--- src/rtl/sme_pkg.sv ---
// sme_pkg: shared state encoding, error codes and size defaults for the SME feeder
package sme_pkg;
  typedef enum logic [2:0] {IDLE, LOAD, SEND_STR, SEND_PAT, WAIT_RES} state_t;
  localparam logic [1:0] ERR_NONE  = 2'b00;
  localparam logic [1:0] ERR_OVF   = 2'b01;
  localparam logic [1:0] ERR_NOSTR = 2'b10;
  localparam logic [1:0] ERR_TMO   = 2'b11;
  localparam int STR_MAX_DEF = 32;
  localparam int PAT_MAX_DEF = 8;
  localparam int WDOG_DEF    = 64;
endpackage

--- src/rtl/sme_feeder_if.sv ---
// sme_feeder_if: upstream byte stream plus matcher-side strobes and error reporting
interface sme_feeder_if;
  logic       in_valid;
  logic [7:0] in_data;
  logic       in_kind;
  logic       in_last;
  logic       in_ready;
  logic       sme_out_valid;
  logic       isstring;
  logic       ispattern;
  logic [7:0] chardata;
  logic       err;
  logic [1:0] err_code;
  modport master (
    output in_valid, in_data, in_kind, in_last, sme_out_valid,
    input  in_ready, isstring, ispattern, chardata, err, err_code
  );
  modport slave (
    input  in_valid, in_data, in_kind, in_last, sme_out_valid,
    output in_ready, isstring, ispattern, chardata, err, err_code
  );
endinterface

--- src/rtl/sme_char_buf.sv ---
// sme_char_buf: character buffer with one synchronous write port and one asynchronous read port
module sme_char_buf
  import sme_pkg::*;
#(
  parameter int DEPTH = STR_MAX_DEF,
  localparam int AW = $clog2(DEPTH)
) (
  input  logic          clk,
  input  logic          we,
  input  logic [AW-1:0] waddr,
  input  logic [7:0]    wdata,
  input  logic [AW-1:0] raddr,
  output logic [7:0]    rdata
);
  logic [7:0] mem_q [DEPTH];
  always_ff @(posedge clk) if (we) mem_q[waddr] <= wdata;
  assign rdata = mem_q[raddr];
endmodule

--- src/rtl/sme_feeder.sv ---
// sme_feeder: buffers string/pattern frames and replays them to the matcher, then waits for its result
module sme_feeder
  import sme_pkg::*;
#(
  parameter int STR_MAX = STR_MAX_DEF,
  parameter int PAT_MAX = PAT_MAX_DEF,
  parameter int WDOG    = WDOG_DEF
) (
  input logic        clk,
  input logic        rst_n,
  sme_feeder_if.slave bus
);
  localparam int CW = $clog2(STR_MAX + 1);
  localparam int AW = $clog2(STR_MAX);
  localparam int WW = $clog2(WDOG + 1);
  state_t          state_q, state_d;
  logic            kind_q, kind_d, drop_q, drop_d, ovf_q, ovf_d, str_loaded_q, str_loaded_d;
  logic            in_ready_q, in_ready_d, isstring_q, isstring_d, ispattern_q, ispattern_d;
  logic            err_q, err_d;
  logic [1:0]      err_code_q, err_code_d;
  logic [7:0]      chardata_q, chardata_d, rd_data;
  logic [CW-1:0]   cnt_q, cnt_d, idx_q, idx_d, base, lim;
  logic [WW-1:0]   wd_q, wd_d;
  logic [AW-1:0]   raddr;
  logic            acc, kind, drop, full, we, sending;
  sme_char_buf #(.DEPTH(STR_MAX)) u_buf (
    .clk  (clk),
    .we   (we),
    .waddr(AW'(base)),
    .wdata(bus.in_data),
    .raddr(raddr),
    .rdata(rd_data)
  );
  always_comb begin
    acc          = bus.in_valid && in_ready_q;
    sending      = state_q == SEND_STR || state_q == SEND_PAT;
    kind         = state_q == IDLE ? bus.in_kind : kind_q;
    drop         = state_q == IDLE ? bus.in_kind && !str_loaded_q : drop_q;
    base         = state_q == IDLE ? '0 : cnt_q;
    lim          = kind ? CW'(PAT_MAX) : CW'(STR_MAX);
    full         = base >= lim;
    we           = acc && !full && !drop;
    raddr        = sending ? AW'(idx_q + 1'b1) : '0;
    state_d      = state_q;
    kind_d       = kind;
    drop_d       = drop;
    ovf_d        = ovf_q;
    cnt_d        = cnt_q;
    idx_d        = idx_q;
    wd_d         = wd_q;
    str_loaded_d = str_loaded_q;
    isstring_d   = 1'b0;
    ispattern_d  = 1'b0;
    chardata_d   = '0;
    err_d        = 1'b0;
    err_code_d   = ERR_NONE;
    case (state_q)
      IDLE, LOAD: if (acc) begin
        cnt_d   = we ? base + 1'b1 : base;
        ovf_d   = state_q == LOAD && (ovf_q || full);
        state_d = LOAD;
        if (bus.in_last) begin
          idx_d       = '0;
          err_d       = drop || ovf_d;
          err_code_d  = drop ? ERR_NOSTR : ovf_d ? ERR_OVF : ERR_NONE;
          state_d     = drop ? IDLE : kind ? SEND_PAT : SEND_STR;
          isstring_d  = !drop && !kind;
          ispattern_d = !drop && kind;
          chardata_d  = drop ? '0 : state_q == IDLE ? bus.in_data : rd_data;
        end
      end
      SEND_STR, SEND_PAT: begin
        idx_d = idx_q + 1'b1;
        if (idx_d < cnt_q) begin
          isstring_d  = state_q == SEND_STR;
          ispattern_d = state_q == SEND_PAT;
          chardata_d  = rd_data;
        end else begin
          state_d      = state_q == SEND_STR ? IDLE : WAIT_RES;
          str_loaded_d = str_loaded_q || state_q == SEND_STR;
          wd_d         = '0;
        end
      end
      WAIT_RES: begin
        wd_d       = wd_q + 1'b1;
        err_d      = !bus.sme_out_valid && wd_q == WW'(WDOG - 1);
        err_code_d = err_d ? ERR_TMO : ERR_NONE;
        state_d    = bus.sme_out_valid || err_d ? IDLE : WAIT_RES;
      end
      default: state_d = IDLE;
    endcase
    in_ready_d = state_d == IDLE || state_d == LOAD;
  end
  always_ff @(posedge clk) begin
    if (!rst_n) begin
      state_q      <= IDLE;
      kind_q       <= 1'b0;
      drop_q       <= 1'b0;
      ovf_q        <= 1'b0;
      cnt_q        <= '0;
      idx_q        <= '0;
      wd_q         <= '0;
      str_loaded_q <= 1'b0;
      in_ready_q   <= 1'b0;
      isstring_q   <= 1'b0;
      ispattern_q  <= 1'b0;
      chardata_q   <= '0;
      err_q        <= 1'b0;
      err_code_q   <= ERR_NONE;
    end else begin
      state_q      <= state_d;
      kind_q       <= kind_d;
      drop_q       <= drop_d;
      ovf_q        <= ovf_d;
      cnt_q        <= cnt_d;
      idx_q        <= idx_d;
      wd_q         <= wd_d;
      str_loaded_q <= str_loaded_d;
      in_ready_q   <= in_ready_d;
      isstring_q   <= isstring_d;
      ispattern_q  <= ispattern_d;
      chardata_q   <= chardata_d;
      err_q        <= err_d;
      err_code_q   <= err_code_d;
    end
  end
  assign bus.in_ready  = in_ready_q;
  assign bus.isstring  = isstring_q;
  assign bus.ispattern = ispattern_q;
  assign bus.chardata  = chardata_q;
  assign bus.err       = err_q;
  assign bus.err_code  = err_code_q;
endmodule

--- src/flat_wrapper.sv ---
// flat-port wrapper written by rule: the top's interface ports become plain ports
module sme_feeder_flat import sme_pkg::*;
#(
  parameter int STR_MAX = STR_MAX_DEF,
  parameter int PAT_MAX = PAT_MAX_DEF,
  parameter int WDOG    = WDOG_DEF
)
  (clk, rst_n, bus_in_valid, bus_in_data, bus_in_kind, bus_in_last, bus_sme_out_valid, bus_in_ready, bus_isstring, bus_ispattern, bus_chardata, bus_err, bus_err_code);
  sme_feeder_if bus_i ();
  input logic clk;
  input logic rst_n;
  input wire logic [$bits(bus_i.in_valid)-1:0] bus_in_valid;
  input wire logic [$bits(bus_i.in_data)-1:0] bus_in_data;
  input wire logic [$bits(bus_i.in_kind)-1:0] bus_in_kind;
  input wire logic [$bits(bus_i.in_last)-1:0] bus_in_last;
  input wire logic [$bits(bus_i.sme_out_valid)-1:0] bus_sme_out_valid;
  output wire logic [$bits(bus_i.in_ready)-1:0] bus_in_ready;
  output wire logic [$bits(bus_i.isstring)-1:0] bus_isstring;
  output wire logic [$bits(bus_i.ispattern)-1:0] bus_ispattern;
  output wire logic [$bits(bus_i.chardata)-1:0] bus_chardata;
  output wire logic [$bits(bus_i.err)-1:0] bus_err;
  output wire logic [$bits(bus_i.err_code)-1:0] bus_err_code;
  assign bus_i.in_valid = bus_in_valid;
  assign bus_i.in_data = bus_in_data;
  assign bus_i.in_kind = bus_in_kind;
  assign bus_i.in_last = bus_in_last;
  assign bus_i.sme_out_valid = bus_sme_out_valid;
  assign bus_in_ready = bus_i.in_ready;
  assign bus_isstring = bus_i.isstring;
  assign bus_ispattern = bus_i.ispattern;
  assign bus_chardata = bus_i.chardata;
  assign bus_err = bus_i.err;
  assign bus_err_code = bus_i.err_code;
  sme_feeder #(.STR_MAX(STR_MAX), .PAT_MAX(PAT_MAX), .WDOG(WDOG)) u_core (.clk(clk), .rst_n(rst_n), .bus(bus_i));
endmodule
--- config.mk ---
export PLATFORM = sky130hd
export DESIGN_NAME = sme_feeder_flat
export DESIGN_NICKNAME = d
export VERILOG_FILES = /design/src/rtl/sme_pkg.sv /design/src/rtl/sme_feeder_if.sv /design/src/rtl/sme_char_buf.sv /design/src/rtl/sme_feeder.sv /design/src/flat_wrapper.sv
export SDC_FILE = /design/constraint.sdc
export NUM_CORES = 1
export LEC_CHECK = 0
export CORE_ASPECT_RATIO = 0.5
export CORE_MARGIN = 2
export CORE_UTILIZATION = 60
export CTS_CLUSTER_SIZE = 25
export DETAILED_ROUTE_END_ITERATION = 10
export PLACE_DENSITY = 0.76
export SLEW_MARGIN = 30
export SYNTH_ARGS = -nofsm -noshare
export SYNTH_HDL_FRONTEND = slang
export SYNTH_HIERARCHICAL = 1
export SYNTH_SLANG_ARGS = --single-unit
--- constraint.sdc ---
create_clock -name clk -period 7.1 [get_ports clk]
set_input_delay 0.71 -clock clk [delete_from_list [all_inputs] [get_ports clk]]
set_output_delay 0.71 -clock clk [all_outputs]
set_load 0.1 [all_outputs]
* Word-level counts from Yosys, hierarchy flattened
Memories as Yosys holds them, arrays and structs flattened. Index checks and enable logic that the tools add are counted.
Operators by class: $add $sub $neg 3, magnitude comparators 2, equal/unequal tests 9, multiplexer cells 44, bitwise operators 1, reductions and logical operators 29
Operators with widths (number):
- $mux 8 | 5
- $mux 6 | 5
- $mux 3 | 6
- $pmux 8 s2 | 1
- $mux 1 | 14
- $pmux 7 s2 | 1
- $add 6x1->6 const B | 2
- $pmux 6 s2 | 1
- $pmux 3 s3 | 1
- $logic_and 1x1->1 | 8
- $mux 2 | 4
- $add 7x1->7 const B | 1
- $eq 7x6->1 const B | 1
- $mux 7 | 1
- $eq 3x1->1 const B | 2
- $eq 3x2->1 const B | 2
- $ge 6x6->1 | 1
- $logic_not 3->1 | 2
- $logic_or 1x1->1 | 6
- $lt 6x6->1 | 1
- $pmux 1 s2 | 3
- $reduce_and 2->1 | 3
- $logic_not 1->1 | 5
- $mux 5 | 1
- 8 further kinds | 11
Word-level totals: flip-flop bits (word level) 40, bits in writable memories 256, output and inout bits 14, word-level logic and storage cells 103, memories 1
Memory list:
- u_core.u_buf.mem_q | depth 32, bits a word 8, rd ports 1, clocked after memory_dff 0, write ports 1, line sme_char_buf.sv:15 | logic [7:0] mem_q [DEPTH];

* Depth between registers and ports, before layout
word-level depth 11, mapped depth 14, mapped depth without buffers 10

* By module
Netlist, hierarchy kept.
By module, submodules not included:
- sme_char_buf | times used 1, cells each 409, area an instance 9893.2 um^2
- sme_feeder | times used 1, cells each 269, area an instance 2124.5 um^2

* Least setup slack after synthesis
OpenSTA, ideal clock, no wires.
path kind reg-to-reg, start register u_core.state_q[2], end memory u_core.u_buf.mem_q[28][0] (enable), library setup time 0.370 ns, data arrival time 3.447 ns, path slack 3.283 ns, cell stages (with the launch flop) 15, buffers on the path 4, clock period less this slack 3.817 ns, cells stage by stage dfxtp_1 buf_6 or3_1 clkbuf_1 mux2i_1 inv_1 ha_1 o311ai_4 o2111ai_1 or2_1 clkbuf_2 nor2_1 or3b_2 clkbuf_1 nor2_1
Between the ends: cells in the longest elaborated chain, start to end 9
RTL lines:
- start: declaration | line sme_feeder.sv:16 | state_t state_q, state_d;
- start signal: assignment | line sme_feeder.sv:111 | state_q <= state_d;
- $logic_not 3->1 | line sme_feeder.sv:37 | kind = state_q == IDLE ? bus.in_kind : kind_q;
- $mux 1 | line sme_feeder.sv:37
- named net u_core.kind | line sme_feeder.sv:25 | logic acc, kind, drop, full, we, sending;
- $mux 6 | line sme_feeder.sv:40 | lim = kind ? CW'(PAT_MAX) : CW'(STR_MAX);
- $ge 6x6->1 | line sme_feeder.sv:41 | full = base >= lim;
- $logic_not 1->1 | line sme_feeder.sv:42 | we = acc && !full && !drop;
- $logic_and 1x1->1 (2 in series) | line sme_feeder.sv:42
- named net u_core.we | line sme_feeder.sv:25
- $mux 1 | line sme_char_buf.sv:16 | always_ff @(posedge clk) if (we) mem_q[waddr] <= wdata;
- $mux 1 (not written as such) | line sme_char_buf.sv:16
- end: declaration | line sme_char_buf.sv:15
The timed path passes the listed nets, and every way through them passes these cells.

* Worst setup path in the final report
start register u_core.state_q[0], end memory u_core.u_buf.mem_q[14][5] (enable)
Same word-level chain as after synthesis.

==> impl_metrics.toml <==
[status]
status = "finished, final reports clean"

[die]
die_area_mm2 = 0.0212
io_pins = 28
die_w_um = 204
core_area_mm2 = 0.0195
core.rowCount = 36
die_h_um = 104
start_util = 0.615

[power_and_ir_drop]
power.density_mw_per_mm2 = 253
ir_drop_uv = 171
p_leak_uw = 0.00412
power.total_uw = 3390

[placed_design]
place_congestion = 0.944
placedCellCount = 952
io_buffers = 27
hpwlAfterDp_um = 16400

[sta]
min_period_ns = 4.80
finalHoldViolCount = 0
slew_violations = 0
timing.setup.tns_ns = 0
tightest_slew_ns = 1.01
setup_viol = 0
max-slew-margin-rel = 0.323
fmax_mhz = 208
hold_ws_ns = 0.474
period_share = 0.676
rsz0062_at_grt = "no"
fin_skew_ns = 0.00723

[cells_and_area]
diodes = 0
instances_no_fill = 998
fill_cells = 1240
post-route-util = 0.685
fin_nets = 738
drive_above_1_share = 0.201
areaGrowthSynthToFinish_pct = 11.4

[logic_synthesis]
synth_seq_cells = 296
yosysWarnings = 6
synthXorXnorAreaFrac = 0.00292
synth_adder_area_share = 0.0115
synth_edf_count = 256
synth_fp_nets = 703
synth_cell_types = 58
synthCells = 678
synth-compound-area-share = 0.0383
synth_seq_area_share = 0.706
yosys_most_used_dff = "edfxtp_1"
avgSynthCellArea_um2 = 17.7
synth_top_family_by_area = "multiplexers"
ys_async_sr_fraction = 0
synthesis.area_mm2 = 0.0120
synth_simple_gate_area_frac = 0.0638
synthMuxAreaShare = 0.159

[clocking]
cts_root_buf = "clkbuf_16"
hold_buffers = 0
cts_setup_buffers = 0
ctsResizeCount = 0
cts_sinks = 296
cts_max_level = 1
clk_pin_slew_worst_paths_ns = 0.07
clock_latency_ns = 0.53
cts_buffer_depth = 3
cts_tree = "built"
numCtsBuffers = 25

[route]
ant_nets = 0
routed_via_density = 6.64
remaining_drc_errors = 0
wire_per_inst_um = 26.1
firstDrtPassIters = 7
num_vias = 6622
drt_iter0_drc = 765
wirelength_um = 26000

[job]
max-cap-violations = 0

[worst_setup_path]
arrival_ns = 4.96
worst_setup_path_end_kind = "flop"
critPathRequiredTime_ns = 7.26
crit_fanout = 19
cp-start-kind = "flop"
path_class = "reg2reg"

[global_route]
grt_max_degree = 66
track_usage = 0.255
antenna_found_initial = 0
grt_pass1_vias = 6411
overflow = 0
grt_pass1_wl_um = 39900

[hold_path]
hp-class = "reg2reg"
## final cells by class
class                   instances  area, um2  share of cell area
inverters                      13       48.8             0.00365
repair buffers                 41        375              0.0280
clock buffers                  30        654              0.0489
multi-input cells             336       3320               0.248
well taps                     266        333              0.0249
flip-flops and latches        296       8490               0.634
clock inverters                16        163              0.0122
## through the flow
stage | setup WS [ns] | cell area, um2
2_1_floorplan | 3.28 | 12000
3_3_place_gp | 2.73 | 12600
3_5_place_dp | 2.54 | 12600
4_1_cts | 2.51 | 13400
5_1_grt | 2.13 | 13400
6_report | 2.30 | 13400
## power breakdown
group	internal [uW]	switching, uW
sequential	1890	7.06
combinational	39.0	81.3
clock	771	603
## cell families (layout without fill, tap and decap cells)
group           Yosys count  count (layout)
simple gates            163             163
xor+xnor                  4               4
flops                   296             296
compound gates           68              68
buf+inv                  46             100
mux                      90              90
fa+ha+maj                11              11
## worst max-delay path, stage by stage (launching register included)
cell and delay [ns]:
dfxtp_1 0.81, or3_1 0.36, mux2i_1 0.34, inv_1 0.15
ha_1 0.36, o311ai_4 0.11, o2111ai_1 0.20, or2_1 0.35
nor2_1 0.39, nand3b_1 0.46, nor2_1 0.88
## placed cells by master, fill, tap and decap left out, types with 2 or more instances in the layout
master / instances
a21o_1: 2
a21oi_1: 13
a31oi_1: 5
and2_1: 4
buf_4: 14
bufinv_16: 3
clkbuf_1: 4
clkbuf_16: 25
clkdlybuf4s50_1: 27
clkinv_1: 6
clkinv_2: 6
dfxtp_1: 40
edfxtp_1: 256
ha_1: 11
inv_1: 13
mux2_2: 9
mux4_2: 80
nand2_1: 40
nand2b_1: 3
nand3_1: 21
nand3b_1: 5
nand4_1: 3
nor2_1: 59
nor2b_1: 3
nor3_1: 5
nor4_1: 2
o2111ai_1: 2
o211ai_1: 4
o21a_1: 4
o21ai_0: 15
o22ai_1: 8
o31a_1: 2
or3_1: 3
or3b_2: 3
or4_1: 2
xnor2_1: 2
xor2_1: 2
## registers in the layout (all words and copies together) (netlist names), 2 cells and up
register,count
u_core/cnt_q,6
u_core/bus.err_code,2
u_core/bus.chardata,8
u_core/wd_q,7
u_core/u_buf/mem_q,256
u_core/idx_q,6
u_core/state_q,3
## worst paths after layout
kind	from	to	slack, ns	cells after the start
worst max-delay path	u_core/state_q[0]	u_core/u_buf/mem_q[14][5]	2.30	10
worst max register to register	u_core/state_q[0]	u_core/u_buf/mem_q[14][5]	2.30	10
worst min register to register	u_core/ovf_q	u_core/ovf_q	0.47	2
worst min-delay path	u_core/ovf_q	u_core/ovf_q	0.47	2
## cells in the mapped netlist (2+ instances only)
cell | number | area [um2]
buf_6 | 2 | 22.5
buf_4 | 6 | 45.0
nand3b_1 | 5 | 37.5
o2111ai_1 | 2 | 17.5
clkbuf_1 | 15 | 56.3
mux4_2 | 80 | 1800
nor4_1 | 2 | 12.5
inv_1 | 13 | 48.8
a21oi_1 | 13 | 65.1
a21o_1 | 2 | 15.0
xor2_1 | 2 | 17.5
and2_1 | 5 | 31.3
buf_1 | 5 | 18.8
nor2b_1 | 3 | 18.8
nand3_1 | 21 | 105
mux2_2 | 9 | 101
or3_1 | 3 | 18.8
a31oi_1 | 5 | 31.3
or4_1 | 2 | 15.0
o31a_1 | 2 | 17.5
or3b_2 | 3 | 26.3
nand4_1 | 3 | 18.8
o21a_1 | 4 | 30.0
buf_2 | 4 | 20.0
ha_1 | 11 | 138
nand2b_1 | 3 | 18.8
dfxtp_1 | 40 | 801
o22ai_1 | 8 | 50.1
nor2_1 | 60 | 225
edfxtp_1 | 256 | 7690
o211ai_1 | 4 | 30.0
nand2_1 | 40 | 150
nor3_1 | 5 | 25.0
o21ai_0 | 15 | 75.1
xnor2_1 | 2 | 17.5
## metal layers
metal	up-vias	track usage	share of wire
li1	2787	-	-
met1	3391	0.405	0.43
met2	403	0.375	0.45
met3	41	0.0476	0.095
met4	0	0.0497	0.019
met5	-	0	0
No activity file was read; power rests on OpenSTA's default activity.
